<file path="src/rtl/seg7_scan_driver.sv">
`default_nettype none
// +----------------------------------------------------------------------+
// | Module  : seg7_scan_driver                                           |
// | Brief   : 4-digit multiplexed 7-segment driver. Converts a 32-bit    |
// |           signed word to decimal (or hex) and scans it onto an       |
// |           active-low common-anode display.                           |
// | Revision: 1.0 - initial release                                      |
// +----------------------------------------------------------------------+
module seg7_scan_driver #(
  parameter int REFRESH_DIV = 100000,
  parameter int HEX_MODE    = 0
) (
  input  logic        clk,
  input  logic        rst,
  input  logic [31:0] value,
  input  logic        load,
  output logic        busy,
  output logic [7:0]  segments,
  output logic [3:0]  an
);

  typedef enum logic [1:0] {
    S_IDLE  = 2'd0,
    S_CONV  = 2'd1,
    S_LATCH = 2'd2
  } state_t;

  localparam logic [19:0] C_REF_MAX   = 20'(REFRESH_DIV - 1);
  localparam logic [3:0]  C_CONV_LAST = 4'd13;
  localparam logic [7:0]  C_MINUS     = 8'hBF;
  localparam logic [7:0]  C_BLANK     = 8'hFF;

  // Hex nibble to active-low segment code, dp off.
  function automatic logic [7:0] hex7(input logic [3:0] d);
    case (d)
      4'h0: hex7 = 8'hC0;  4'h1: hex7 = 8'hF9;  4'h2: hex7 = 8'hA4;  4'h3: hex7 = 8'hB0;
      4'h4: hex7 = 8'h99;  4'h5: hex7 = 8'h92;  4'h6: hex7 = 8'h82;  4'h7: hex7 = 8'hF8;
      4'h8: hex7 = 8'h80;  4'h9: hex7 = 8'h90;  4'hA: hex7 = 8'h88;  4'hB: hex7 = 8'h83;
      4'hC: hex7 = 8'hC6;  4'hD: hex7 = 8'hA1;  4'hE: hex7 = 8'h86;  default: hex7 = 8'h8E;
    endcase
  endfunction

  state_t      state_q, state_d;
  logic [3:0]  cnt_q, cnt_d;
  logic [13:0] sh_q, sh_d;
  logic [15:0] bcd_q, bcd_d;
  logic        neg_q, neg_d;
  logic        ovf_q, ovf_d;
  logic        pv_q, pv_d;
  logic [31:0] pend_q, pend_d;
  logic [7:0]  seg_q [4];
  logic [7:0]  seg_d [4];
  logic [19:0] ref_q;
  logic [1:0]  idx_q;

  logic [31:0] src;
  logic        src_neg;
  logic [31:0] src_mag;
  logic        src_ovf;
  logic [15:0] adj;
  logic [7:0]  img [4];
  int          msd;

  // Pick the word to convert (pending word wins at LATCH unless a fresh load overrides it) and range-check it.
  always_comb begin
    src     = (state_q == S_LATCH && !load) ? pend_q : value;
    src_neg = src[31];
    src_mag = src_neg ? (~src + 32'd1) : src;
    src_ovf = src_neg ? (src_mag > 32'd999) : (src_mag > 32'd9999);
  end

  // Add-3 correction on every BCD nibble ahead of the next shift.
  always_comb begin
    adj = '0;
    for (int k = 0; k < 4; k++) begin
      adj[4*k +: 4] = (bcd_q[4*k +: 4] >= 4'd5) ? bcd_q[4*k +: 4] + 4'd3 : bcd_q[4*k +: 4];
    end
  end

  // Build the display image from the finished conversion: blanking, sign placement, overflow dashes.
  always_comb begin
    msd = 0;
    if (bcd_q[15:12] != 4'd0)     msd = 3;
    else if (bcd_q[11:8] != 4'd0) msd = 2;
    else if (bcd_q[7:4] != 4'd0)  msd = 1;
    for (int i = 0; i < 4; i++) begin
      img[i] = hex7(bcd_q[4*i +: 4]);
      if (HEX_MODE == 0) begin
        if (ovf_q)        img[i] = C_MINUS;
        else if (i > msd) img[i] = (neg_q && i == msd + 1) ? C_MINUS : C_BLANK;
      end
    end
  end

  // Conversion FSM next-state and datapath.
  always_comb begin
    logic start;
    start   = 1'b0;
    state_d = state_q;
    cnt_d   = cnt_q;
    sh_d    = sh_q;
    bcd_d   = bcd_q;
    neg_d   = neg_q;
    ovf_d   = ovf_q;
    pv_d    = pv_q;
    pend_d  = pend_q;
    for (int i = 0; i < 4; i++) seg_d[i] = seg_q[i];

    case (state_q)
      S_IDLE: begin
        if (load) start = 1'b1;
      end
      S_CONV: begin
        if (HEX_MODE == 0) begin
          bcd_d = {adj[14:0], sh_q[13]};
          sh_d  = {sh_q[12:0], 1'b0};
        end
        if (load) begin
          pv_d   = 1'b1;
          pend_d = value;
        end
        if (cnt_q == C_CONV_LAST) state_d = S_LATCH;
        else                      cnt_d   = cnt_q + 4'd1;
      end
      S_LATCH: begin
        for (int i = 0; i < 4; i++) seg_d[i] = img[i];
        pv_d = 1'b0;
        if (load || pv_q) start   = 1'b1;
        else              state_d = S_IDLE;
      end
      default: state_d = S_IDLE;
    endcase

    if (start) begin
      state_d = S_CONV;
      cnt_d   = 4'd0;
      if (HEX_MODE != 0) begin
        bcd_d = src[15:0];
        sh_d  = '0;
        neg_d = 1'b0;
        ovf_d = 1'b0;
      end else begin
        bcd_d = '0;
        sh_d  = src_mag[13:0];
        neg_d = src_neg;
        ovf_d = src_ovf;
      end
    end
  end

  // Conversion state registers; reset aborts any conversion and blanks the display.
  always_ff @(posedge clk) begin
    if (rst) begin
      state_q <= S_IDLE;
      cnt_q   <= '0;
      sh_q    <= '0;
      bcd_q   <= '0;
      neg_q   <= 1'b0;
      ovf_q   <= 1'b0;
      pv_q    <= 1'b0;
      pend_q  <= '0;
      seg_q   <= '{default: C_BLANK};
    end else begin
      state_q <= state_d;
      cnt_q   <= cnt_d;
      sh_q    <= sh_d;
      bcd_q   <= bcd_d;
      neg_q   <= neg_d;
      ovf_q   <= ovf_d;
      pv_q    <= pv_d;
      pend_q  <= pend_d;
      seg_q   <= seg_d;
    end
  end

  // Refresh divider and scan index; runs independently of conversions.
  always_ff @(posedge clk) begin
    if (rst) begin
      ref_q <= '0;
      idx_q <= '0;
    end else if (ref_q == C_REF_MAX) begin
      ref_q <= '0;
      idx_q <= idx_q + 2'd1;
    end else begin
      ref_q <= ref_q + 20'd1;
    end
  end

  assign busy     = (state_q != S_IDLE);
  assign an       = ~(4'b0001 << idx_q);
  assign segments = {1'b1, seg_q[idx_q][6:0]};

endmodule
`default_nettype wire
</file>
<file path="config.mk">
export PLATFORM = sky130hd
export DESIGN_NAME = seg7_scan_driver
export DESIGN_NICKNAME = d
export VERILOG_FILES = /design/src/rtl/seg7_scan_driver.sv
export SDC_FILE = /design/constraint.sdc
export NUM_CORES = 1
export LEC_CHECK = 0
export CAP_MARGIN = 20
export CORE_AREA = 2 2 146 148
export CTS_CLUSTER_DIAMETER = 150
export DETAILED_ROUTE_END_ITERATION = 10
export DIE_AREA = 0 0 148 150
export PLACE_DENSITY = 0.58
export SETUP_SLACK_MARGIN = 0.05
export SLEW_MARGIN = 30
export SYNTH_ARGS = -nofsm -noshare
export SYNTH_HDL_FRONTEND = slang
export SYNTH_SLANG_ARGS = --single-unit
</file>
<file path="constraint.sdc">
create_clock -name clk -period 5.6 [get_ports clk]
set_clock_uncertainty 0.2 [all_clocks]
set_input_delay 0.84 -clock clk [delete_from_list [all_inputs] [get_ports clk]]
set_output_delay 0.84 -clock clk [all_outputs]
set_load 0.01 [all_outputs]
</file>
==> results.json <==
{
  "synth_flop_cell": "dfxtp_1",
  "core_area_mm2": 0.0207,
  "slew_viol_final": 0,
  "p_int_uw": 1810,
  "min_path_type": "reg -> reg",
  "nets": 1134,
  "slew_headroom_pct": 40.3,
  "synthMuxAreaShare_pct": 7.97,
  "holdWs_ns": 0.252,
  "clk_pin_slew_ns": 0.07,
  "area_delta_synth_final_pct": 14.8,
  "final_cell_mix": "nand2_1, dfxtp_1, nor2_1, a21oi_1, clkdlybuf4s50_1",
  "yosys.area.top_type": "dfxtp_1",
  "diodes": 0,
  "synth-async-reset-ratio_pct": 0,
  "cpPeakStageDelay_ns": 0.58,
  "clock_latency_ns": 0.43,
  "dp_cells": 1314,
  "cts-root-buf": "clkbuf_16",
  "power_frac_comb_pct": 9.1,
  "grt_antenna_before_repair": 0,
  "via_per_inst": 5.44,
  "grt.overflow.total": 0,
  "rsz0062_at_grt": "no",
  "vias": 7328,
  "start_kind": "input pin",
  "routedWlPerCell_um": 15.5,
  "ys_seq_area_share_pct": 35.2,
  "irDropWorstVdd_uv": 172,
  "path_cells": "clkdlybuf4s50_1 > or3b_2 > mux2i_1 > ha_1 > or4b_1 > or4_4 > a21oi_2 > o221ai_2 > a211oi_2 > o211ai_1 > a2111oi_2 > a31oi_1",
  "io_buffers": 46,
  "ys_types": 73,
  "power_frac_clock_pct": 45.8,
  "setup_viol": 0,
  "synthesis.area_mm2": 0.00848,
  "path_buf_inv": 1,
  "status": "complete, no violations",
  "cts_setup_buffers": 0,
  "fin_tns_setup_ns": 0,
  "netlist_top_cells_area": "dfxtp_1, nand2_1, ha_1, mux2i_1, a21oi_1",
  "grt_max_degree": 85,
  "seqPwrFrac_pct": 45.0,
  "dieArea_mm2": 0.0222,
  "cts_buffers": 17,
  "antenna_left": 0,
  "htreeDepth": 4,
  "fmax_mhz": 215,
  "grt_pass1_wl_um": 35500,
  "drv_cap": 0,
  "die_height_um": 150,
  "leakagePower_uw": 0.00371,
  "routed.top_layer": "met4",
  "drt_iter0_drc": 479,
  "drtPass1Iterations": 5,
  "rows": 53,
  "cp.required_ns": 5.71,
  "syn_inst": 1036,
  "setup_ws_ns": 0.950,
  "drcViolationCount": 0,
  "synth_top_family_by_area": "simple AND/OR/NAND/NOR gates",
  "synth-edff-count": 0,
  "period_minus_slack_ns": 4.65,
  "wl_met1_um": 10600,
  "dp_hpwl_um": 14500,
  "power.density_mw_per_mm2": 254,
  "critPathTopFamily": "simple AND/OR/NAND/NOR gates",
  "cts.repair.resized": 0,
  "synth_compound_area_share_pct": 18.6,
  "wirelength_um": 20800,
  "p_switching_uw": 656,
  "grt_pass1_vias": 7057,
  "gp_congestion": 0.868,
  "critPathSlowestCell": "or4_4",
  "wl_met3_um": 799,
  "crit_type": "in -> reg",
  "start_util_pct": 41.0,
  "yosysWarnings": 0,
  "worst_ep_arrival_time_ns": 4.76,
  "cts_tree": "built",
  "yosysTopAreaCellShare_pct": 35.2,
  "cp-end-kind": "flop",
  "grt_usage_pct": 19.6,
  "tightest_slew_ns": 0.891,
  "final-hold-violation-count": 0,
  "synth_fp_nets": 1112,
  "instances_no_fill": 1346,
  "fin_area_mm2": 0.00973,
  "synth_fa_ha_area_share_pct": 6.05,
  "die_w_um": 148,
  "synth_xor_area_share_pct": 4.96,
  "ys_ff_latch": 149,
  "clock-sinks": 149,
  "drive_gt1_share_pct": 7.19,
  "met2_length_um": 9220,
  "p_sw_share_pct": 26.6,
  "place_ws_ns": 0.530,
  "dpl_cell_area_mm2": 0.00915,
  "clk_path_buf_depth": 2,
  "cp_max_fo": 6,
  "timing.final.crit_share_pct": 83.0,
  "synthSimpleGateAreaFrac_pct": 22.9,
  "avgSynthCellArea_um2": 8.18,
  "ctsHoldBuffers": 0,
  "ios": 48
}
==> final timing paths <==
| path | start | cells past startpoint | end | slack [ns] |
|---|---|---|---|---|
| setup / recovery | load | 12 | ovf_q | 0.95 |
| setup reg to reg | state_q[1] | 11 | ovf_q | 1.41 |
| hold reg to reg | flop | 2 | seg_q[0] | 0.25 |
| hold / removal | flop | 2 | seg_q[0] | 0.25 |
==> final cells by class <==
cell class	instances	area, µm²
fillers	2059	11000
multi-input cells	795	5140
flip-flops and latches	149	2980
repair buffers	57	538
clock buffers	18	439
well taps	275	344
inverters	38	143
clock inverters	14	139
==> stage by stage <==
step	total power, µW	utilization, %
after floorplan	1270	-
after global placement	1360	44.2
after detailed placement	1360	44.2
after CTS	2500	47.0
after global routing	2570	47.0
final	2470	47.0
==> kinds of logic after synthesis <==
family,Yosys count
simple gates,402
compound gates,246
flops,149
buf+inv,92
mux,57
xor+xnor,48
fa+ha+maj,41
other cells,1
==> Yosys cell counts, types with 5 or more instances <==
library cell / n
a211oi_1: 9
buf_1: 5
xnor2_1: 18
and3_1: 6
ha_1: 41
nor4_1: 10
a22oi_1: 11
or3_1: 11
o31ai_1: 9
o21bai_1: 7
a31oi_1: 7
nor3b_1: 5
clkbuf_1: 40
o21ai_0: 34
and2_1: 5
nor2_1: 88
o21a_1: 7
a21oi_1: 85
or2_2: 6
or4_1: 6
nand2_1: 150
mux4_2: 8
nand2b_1: 28
xor2_1: 30
o22ai_1: 28
buf_2: 7
nor2b_1: 9
a221oi_1: 6
nand3_1: 17
inv_1: 38
mux2i_1: 45
dfxtp_1: 149
nor3_1: 28
nand4_1: 10
==> power groups by stage <==
stage	Clock [µW]	Combinational [µW]	Sequential, µW
after floorplan	0	150	1120
after global placement	0	223	1130
after detailed placement	0	225	1130
after CTS	1160	226	1110
after global routing	1210	251	1110
final	1130	225	1110
==> worst min-delay path: stages (launching register included) <==
cell and delay, ns:
dfxtp_1 0.31, o22ai_1 0.05, nand2b_1 0.06
==> routing by layer <==
metal / global-route usage [%] / up-vias
met4: 5.05 / 0
li1: - / 3730
met1: 27.6 / 3435
met5: 0 / -
met3: 3.48 / 19
met2: 31.0 / 144
(Power assumes the default switching activity.)
==> variant, RTL diff (config.mk and constraints unchanged) <==
The parameter `REFRESH_DIV` goes from 100000 to 50000.
--- a/src/rtl/seg7_scan_driver.sv
+++ b/src/rtl/seg7_scan_driver.sv
@@ -7,7 +7,7 @@
 // | Revision: 1.0 - initial release                                      |
 // +----------------------------------------------------------------------+
 module seg7_scan_driver #(
-  parameter int REFRESH_DIV = 100000,
+  parameter int REFRESH_DIV = 50000,
   parameter int HEX_MODE    = 0
 ) (
   input  logic        clk,
Check against the original RTL: no difference found for any inputs over 10 cycles, from zero or initial values and one cycle with rst high; that may be too few to reach the edited logic, so the function may still have changed.
==> variant against the original RTL <==
Global-route usage shrank 0.20 points. Register-to-register slack better by 0.02 ns. Sequential power about the same. Count of clock-buffer cells in the layout unchanged. Setup slack improved by 0.031 ns. Power is 2.6% lower. Routed wire length is 0.89% lower. Final area increased by 0.39%. Sequential share of layout area shrank 0.12 points. Synthesized cell count rose by 4.0%. Sequential cell count unchanged. Synthesized area increased by 0.96%. Largest power group is now sequential cells. Critical path type unchanged. Highest routed layer unchanged.
==> variant: results (changes against the original RTL) <==
- Outcome: completed
- Port bufs: 46 (unchanged)
- Reg2reg setup slack: 1.43 ns (+0.02 ns)
- Post_cts resized: 0 (unchanged)
- Post-Layout Cell Count: 1389 (+3.2%)
- Slowest-stage cell, CP: nor4b_1
- Ys Warns: 0 (unchanged)
- Iter 0 DRT Violations: 426 (-11%)
- R2R depth: 11 (unchanged)
- Max VDD drop: 0.171 mV (-1.1%)
- Number of global-route vias before repair: 7102 (+0.64%)
- Fin Hold WS: 0.247 ns (-0.00444 ns)
- Sequential share of the synthesized area: 0.348 (-0.00334)
- Worst hold path class: flop to flop
- Critical Path Max Stage Delay: 0.56 ns (-0.02 ns)
- Largest net degree at the start of global routing: 84 (-1.2%)
- Routed vias: 7446 (+1.6%)
- Post-synth top flop: dfxtp_1
- WL/cell: 14.9 um (-4.0%)
- Fillers: 2093 (+1.7%)
- Leakage Power: 3.79 nW (+2.1%)
- RR Startpoint: state_q[1]$_SDFFE_PP0P_
- Syn_nets: 1153 (+3.7%)
- Post-DP HPWL: 15.0 mm (+3.1%)
- Sw Pwr: 651 uW (-0.84%)
- Layout cells sized above 1: 0.0655 (-0.00637)
- CTS Buf Count: 17 (unchanged)
- Asr flop ratio synth: 0 (unchanged)
- Mux share of post-synthesis cell area: 0.0808 (+0.00114)
- Area contributors post-synth: dfxtp_1 (35%), nand2_1 (7.8%), ha_1 (6.0%)
- R2R Path End: ovf_q$_SDFFE_PP0P_
- CTS clk-pin slew, worst paths: 0.06 ns
- Initial antenna violation count: 0 (unchanged)
- Top Family by Delay on Critical Path: simple AND/OR/NAND/NOR gates
- First-pass GRT wire length: 35.4 mm (-0.47%)
- Power Clock: 1.07 mW (-5%)
- Hold path endpoint: seg_q[9]$_SDFFE_PP1N_
- Deepest level of the CTS H-tree: 4 (unchanged)
- Post-Synth Adder-Cell Area: 0.0599 (-0.000575)
- Placed Area: 9220 um2 (+0.74%)
- Gp weighted congestion: 0.904 (+4.1%)
- Seq pwr: 1.11 mW (about the same)
- Clock latency on the worst-skew pair: 0.43 ns (about the same)
- Synth Area in Compound Gates: 0.184 (-0.00147)
- Worst slew margin: 0.453 (+0.0494)
- CP max FO: 8 (+2)
- Clock buffer depth: 2 (unchanged)
- Syn_area_per_cell: 7.95 um2 (-2.9%)
- Top post-synthesis cells by count: nand2_1 (178), dfxtp_1 (149), nor2_1 (106), a21oi_1 (95), mux2i_1 (44)
- WP data arrival: 4.72 ns (-0.04 ns)
- Post-Synth XOR/XNOR Area: 0.0389 (-0.0107)
- Switching Share: 0.271 (+0.00476)
- Hold path depth: 2 (unchanged)
- Total GRT Usage: 0.194 (-0.00202)
- CTS root buffer: clkbuf_16
- # Post-CTS Setup Buffers: 0 (unchanged)
- Synth cell types: 69 (-5.5%)
- Antenna Diode Count: 0 (unchanged)
- GRT overflow: 0 (unchanged)
- Post-place setup slack: 0.651 ns (+0.121 ns)
variant: cell count changes after synthesis, sizes merged, moves of 5 or more:
| cell | change |
|---|---|
| nor4 | +6 |
| nor2 | +18 |
| a21oi | +10 |
| and3 | +5 |
| nand3 | +15 |
| nand2 | +28 |
| xor2 | -6 |
| or4 | -8 |
variant: cell type report:
class                      count  area [um2]  share of cell area
timing repair buffer          61         568              0.0582
inverter                      37         139              0.0142
clock inverter                14         119              0.0122
tap                          275         344              0.0352
clock buffer                  18         429              0.0439
sequential                   149        2980               0.305
multi-input combinational    835        5190               0.531
variant: worst register-to-register path, cell delays in order (launching register included):
cell and delay [ns]:
dfxtp_1 0.45, or3b_2 0.54, mux2i_1 0.25, ha_1 0.33
nor4b_1 0.56, nand4_1 0.32, a221oi_4 0.54, nand3_1 0.15
o21bai_1 0.19, xnor2_1 0.14, o41ai_1 0.25, a31oi_1 0.12
variant: worst max path at each step:
stage | startpoint | to | slack [ns] | cells past startpoint
6_report | load | ovf_q$_SDFFE_PP0P_ | 0.98 | 12
4_1_cts | load | ovf_q$_SDFFE_PP0P_ | 1.07 | 12
2_1_floorplan | load | ovf_q$_SDFFE_PP0P_ | 1.29 | 15
5_1_grt | load | ovf_q$_SDFFE_PP0P_ | 0.66 | 12
3_5_place_dp | load | ovf_q$_SDFFE_PP0P_ | 0.65 | 12
3_3_place_gp | load | ovf_q$_SDFFE_PP0P_ | 0.78 | 12
variant: layer usage:
layer / vias up / share of wire / global-route usage
li1: 3847 / - / -
met1: 3452 / 0.50 / 0.264
met2: 124 / 0.46 / 0.313
met3: 23 / 0.032 / 0.0390
met4: 0 / 0.012 / 0.0533
met5: - / 0 / 0
